File: src/rtl/reg_file_pkg.sv
// Shared types and width constants for the multi-port register file.
// Holds the clear/ready state encoding plus default and FPGA-build widths.
package reg_file_pkg;

    typedef enum logic {
        CLEAR = 1'b0,
        READY = 1'b1
    } rf_state_t;

    localparam int DATA_WIDTH_DEF  = 32;
    localparam int ADDR_WIDTH_DEF  = 5;

    localparam int DATA_WIDTH_FPGA = 4;
    localparam int ADDR_WIDTH_FPGA = 2;

endpackage

File: src/rtl/reg_file_clr_seq.sv
// Clear sequencer: walks every entry once after reset, then parks in READY.
// One entry per cycle, so clearing takes exactly DEPTH cycles after rst drops.
module reg_file_clr_seq
    import reg_file_pkg::*;
#(
    parameter int ADDR_WIDTH = ADDR_WIDTH_DEF
) (
    input  logic                  clk,
    input  logic                  rst,
    output logic                  busy,
    output logic                  clr_en,
    output logic [ADDR_WIDTH-1:0] clr_addr
);

    localparam logic [ADDR_WIDTH-1:0] PTR_ONE = 1;

    rf_state_t             state;
    logic [ADDR_WIDTH-1:0] clr_ptr;

    always_ff @(posedge clk) begin
        if (rst) begin
            state   <= CLEAR;
            clr_ptr <= '0;
        end else if (state == CLEAR) begin
            clr_ptr <= clr_ptr + PTR_ONE;
            // Pointer wraps back to 0 on the last entry, ready for the next clear.
            if (clr_ptr == '1) begin
                state <= READY;
            end
        end
    end

    assign busy     = (state == CLEAR);
    assign clr_en   = (state == CLEAR) && !rst;
    assign clr_addr = clr_ptr;

endmodule

File: src/rtl/reg_file_mp.sv
// Two-write / two-read register file with hardware clear, optional zero register
// and optional same-cycle write-to-read forwarding; flags discarded writes on wr_drop.
module reg_file_mp
    import reg_file_pkg::*;
#(
    parameter int DATA_WIDTH = DATA_WIDTH_DEF,
    parameter int ADDR_WIDTH = ADDR_WIDTH_DEF,
    parameter int ZERO_REG   = 1,
    parameter int BYPASS     = 1
) (
    input  logic                  clk,
    input  logic                  rst,
    input  logic                  wen0,
    input  logic [ADDR_WIDTH-1:0] waddr0,
    input  logic [DATA_WIDTH-1:0] wdata0,
    input  logic                  wen1,
    input  logic [ADDR_WIDTH-1:0] waddr1,
    input  logic [DATA_WIDTH-1:0] wdata1,
    input  logic [ADDR_WIDTH-1:0] raddr1,
    input  logic [ADDR_WIDTH-1:0] raddr2,
    output logic [DATA_WIDTH-1:0] rdata1,
    output logic [DATA_WIDTH-1:0] rdata2,
    output logic                  busy,
    output logic                  wr_drop
);

    localparam int DEPTH = 1 << ADDR_WIDTH;

    logic [DATA_WIDTH-1:0] mem [DEPTH];

    logic                  clr_en;
    logic [ADDR_WIDTH-1:0] clr_addr;
    logic                  ready;
    logic                  zero0;
    logic                  zero1;
    logic                  we0_ok;
    logic                  we1_ok;
    logic                  collide;

    reg_file_clr_seq #(
        .ADDR_WIDTH(ADDR_WIDTH)
    ) u_clr_seq (
        .clk     (clk),
        .rst     (rst),
        .busy    (busy),
        .clr_en  (clr_en),
        .clr_addr(clr_addr)
    );

    assign ready = !busy;

    // Writes aimed at the hard-wired zero register vanish without a drop flag.
    assign zero0   = (ZERO_REG != 0) && (waddr0 == '0);
    assign zero1   = (ZERO_REG != 0) && (waddr1 == '0);
    assign we0_ok  = ready && wen0 && !zero0;
    assign we1_ok  = ready && wen1 && !zero1;
    assign collide = ready && wen0 && wen1 && (waddr0 == waddr1) && !zero0;

    always_ff @(posedge clk) begin
        if (!rst) begin
            if (clr_en) begin
                mem[clr_addr] <= '0;
            end else begin
                if (we0_ok) mem[waddr0] <= wdata0;
                // Port 1 is written last so it wins an address collision.
                if (we1_ok) mem[waddr1] <= wdata1;
            end
        end
    end

    always_ff @(posedge clk) begin
        if (rst) begin
            wr_drop <= 1'b0;
        end else if (busy) begin
            wr_drop <= wen0 || wen1;
        end else begin
            wr_drop <= collide;
        end
    end

    function automatic logic [DATA_WIDTH-1:0] read_mux(input logic [ADDR_WIDTH-1:0] ra);
        logic [DATA_WIDTH-1:0] val;
        val = mem[ra];
        if ((BYPASS != 0) && ready) begin
            if (wen0 && (waddr0 == ra)) val = wdata0;
            if (wen1 && (waddr1 == ra)) val = wdata1;
        end
        if ((ZERO_REG != 0) && (ra == '0)) val = '0;
        if (rst || busy) val = '0;
        return val;
    endfunction

    always_comb begin
        rdata1 = read_mux(raddr1);
        rdata2 = read_mux(raddr2);
    end

endmodule

File: config.mk
export PLATFORM = sky130hd
export DESIGN_NAME = reg_file_mp
export DESIGN_NICKNAME = d
export VERILOG_FILES = /design/src/rtl/reg_file_pkg.sv /design/src/rtl/reg_file_clr_seq.sv /design/src/rtl/reg_file_mp.sv
export SDC_FILE = /design/constraint.sdc
export NUM_CORES = 2
export LEC_CHECK = 0
export CAP_MARGIN = 20
export CELL_PAD_IN_SITES_DETAIL_PLACEMENT = 2
export CELL_PAD_IN_SITES_GLOBAL_PLACEMENT = 2
export CORE_ASPECT_RATIO = 2
export CORE_MARGIN = 5
export CORE_UTILIZATION = 37
export CTS_BUF_LIST = sky130_fd_sc_hd__clkbuf_4 sky130_fd_sc_hd__clkbuf_8 sky130_fd_sc_hd__clkbuf_16
export CTS_CLUSTER_SIZE = 10
export DETAILED_ROUTE_END_ITERATION = 10
export GPL_TIMING_DRIVEN = 0
export HOLD_SLACK_MARGIN = 0.05
export PLACE_DENSITY = 0.7
export SYNTH_ARGS = -nofsm -noshare
export SYNTH_HDL_FRONTEND = slang
export SYNTH_SLANG_ARGS = --single-unit
File: constraint.sdc
create_clock -name clk -period 4.4 [get_ports clk]
set_clock_uncertainty 0.05 [all_clocks]
set_input_delay 0.88 -clock clk [delete_from_list [all_inputs] [get_ports clk]]
set_output_delay 0.88 -clock clk [all_outputs]
set_load 0.01 [all_outputs]
==> metrics.txt <==
status=complete, but fails checks; violated checks=setup timing; Reg2Reg Setup Slack=between 200 and 300 ps; final non-filler cell total=around 8000; TritonRoute pass-1 iters=8; TritonCTS Buffers=115; fill count=approximately 16000; Max VDD drop=0.000309 V; synthesized instance count=roughly 5400; Static Leak=23.1 nW; top_reg_cell synth=edfxtp_1; EDFF count, synth=1024; hold_sp=waddr0[0]; final worst-path cycle share=105%; Setup TNS=-803 ps; worst endpoint required time=around 3500 ps; sequential fraction of the synthesis area=just over 50%; RSZ-0062 raised after global routing=yes; Detailed Route WL=372 mm; DP Cell Count=7753; Yosys reg bits=1031; Netlist cell types=56; Setup crit end kind=primary output; via count=55300; Startpoint Class=primary input; power per cell area=311 mW/mm2; Clk Tree Root Cell=clkbuf_16; DRC viols=0; most frequent cell after synthesis=nand2_1; die height=583 um; Critical Path AT=3680 ps; Synth area leaders=edfxtp_1 51%, mux4_2 13%, o21ai_0 8.6%, nand2_1 6.9%, mux2i_1 5.5%; synth warn=0; Worst Reg-to-Reg Cells=10; # clock sinks=1031; number of buffers added on ports=104; Synth top area share=50.6%; Placer Congestion=1.04; number of global-route vias before repair=57300; GRT overflow=0; Worst Tran Pin Value=1290 ps; final hold vios=0; fin nets=roughly 5900; Final min period=4610 ps; die area=0.173 mm2; Worst Path Max Fanout=10; # rows=210; Async SR Flop Fraction=0%; pin count of the biggest net entering global routing=24; initial antenna violation count=29; Core ar.=0.163 mm2; Die Wd=297 um; Crit. Startpoint=raddr2[0]; clk_lat worst skew=770 ps; Initial Utilization=37.2%; first-pass GRT wire length=490 mm; Min-Delay Path Class=primary input to flip-flop; number of routed nets with antenna violations=0; Setup CP Type=primary input to primary output; hold buffers post-CTS=0; DR vias/cell=6.95; Worst Slack Setup Final=-207 ps; P&R area growth vs syn=21.5%; worst-case clock buffer depth=3; clk slew on worst S/H paths=about 70 ps; Slew headroom=13.6%; CTS tree=built; reg2reg start=u_clr_seq.state; share of layout cells above drive strength 1=23.1%; Post-synth top cells=1120 x nand2_1, 1039 x o21ai_0, 1024 x edfxtp_1, 505 x clkbuf_1, 355 x mux4_2; IO Count=154; setup violators final=21; Wirelength per Cell=roughly 47 um; Post-DP HPWL=293 mm; Worst R2R End=mem[1][13]; Slew Viols, Final=0; worst hold path depth=4; Finished Core Util=45.2%; Max Cap Violations=0; syn avg cell area=11.2 um2; Iteration-0 DRC Markers=6199; syn nets=between 5000 and 6000; Hold Path End=wr_drop; H-tree Lvls=3; Total GRT Usage=41.9%; mapped cell area=0.0608 mm2; Max Clock Freq=217 MHz; post-synth top area cell=edfxtp_1
stage by stage:
step                      total power, mW  hold WS (ps)  area (um2)  worst slack (ps)
after floorplan                      12.1           485       60900              -178
after global placement               13.2           553       64500             -4150
after detailed placement             13.3           574       66400             -2360
after CTS                            22.7           504       73200              -133
after global routing                 23.2           556       73800             -74.7
final                                23.0           501       73800              -207
layout by cell type (no fill, tap or decap), types with 44 or more instances in the layout:
| cell type | n |
|---|---|
| buf_2 | 44 |
| a22o_1 | 60 |
| nand2_1 | 1111 |
| clkbuf_1 | 403 |
| edfxtp_1 | 1024 |
| mux4_2 | 355 |
| buf_6 | 45 |
| buf_8 | 62 |
| buf_12 | 68 |
| clkbuf_16 | 122 |
| nor2_1 | 87 |
| mux2_2 | 109 |
| clkbuf_2 | 50 |
| o22ai_1 | 86 |
| o21ai_0 | 1038 |
| mux2i_1 | 281 |
| clkbuf_4 | 48 |
| buf_4 | 67 |
layer usage:
metal	track usage [%]	wire (um)
met4	38.5	44800
met2	67.2	173000
met5	0	45
met3	8.16	29700
met1	46.4	125000
report_power, final:
| group | total [mW] | switching [mW] | internal, mW | leakage, nW |
|---|---|---|---|---|
| combinational | 2.90 | 1.93 | 0.970 | 13.1 |
| sequential | 10.8 | 0.0405 | 10.7 | 8.36 |
| clock | 9.31 | 4.34 | 4.97 | 1.62 |
layout make-up:
cell class                      count  area [um2]  area share, %
Antenna cell                       18        45.0         0.0610
Clock buffer                      144        3170           4.29
Clock inverter                      9        76.3          0.103
Tap cell                         2120        2650           3.59
Timing Repair Buffer              239        2970           4.02
Buffer                            664        4400           5.96
Sequential cell                  1031       30900           41.8
Multi-Input combinational cell   3702       29500           40.0
Inverter                           36         140          0.190
how the worst max path moves through the flow:
stage | to | slack, ps | depth (start not counted)
finish | rdata2[10] | -210 | 8
CTS | rdata2[2] | -130 | 10
global route | rdata2[15] | -70 | 10
floorplan | mem[1][0] | -180 | 9
detailed placement | rdata2[3] | -2360 | 8
global placement | rdata1[4] | -4150 | 8
state kept, by name, indices dropped and copies added (netlist names):
register	cells
mem	1024
u_clr_seq.clr_addr	5
u_clr_seq.state	1
wr_drop	1
kinds of logic after synthesis:
kind of cell	after synthesis	share of synthesized area, %
AND/OR/NAND/NOR	1446	9.64
AO/OA/AOI/OAI	1426	13.4
flip-flops	1031	50.8
multiplexers	800	20.7
buffers and inverters	713	4.94
XOR/XNOR	28	0.404
adder cells (fa/ha/maj)	2	0.0412
worst max-delay path, stage by stage:
cell,delay (ps)
buf_8,210
or2_2,500
clkbuf_4,450
o22ai_2,160
nor3_4,360
nor4_4,100
o31ai_4,360
clkdlybuf4s50_1,610
repair_timing:
item | 4_1_cts | 5_1_grt
buffers inserted | 41 | 6
resized for setup | 909 | 95
setup endpoints to repair | 284 | 182
pin swaps | 85 | 23
gates cloned | 0 | 0
hold endpoints to repair | 0 | 0
(Power assumes the default switching activity.)
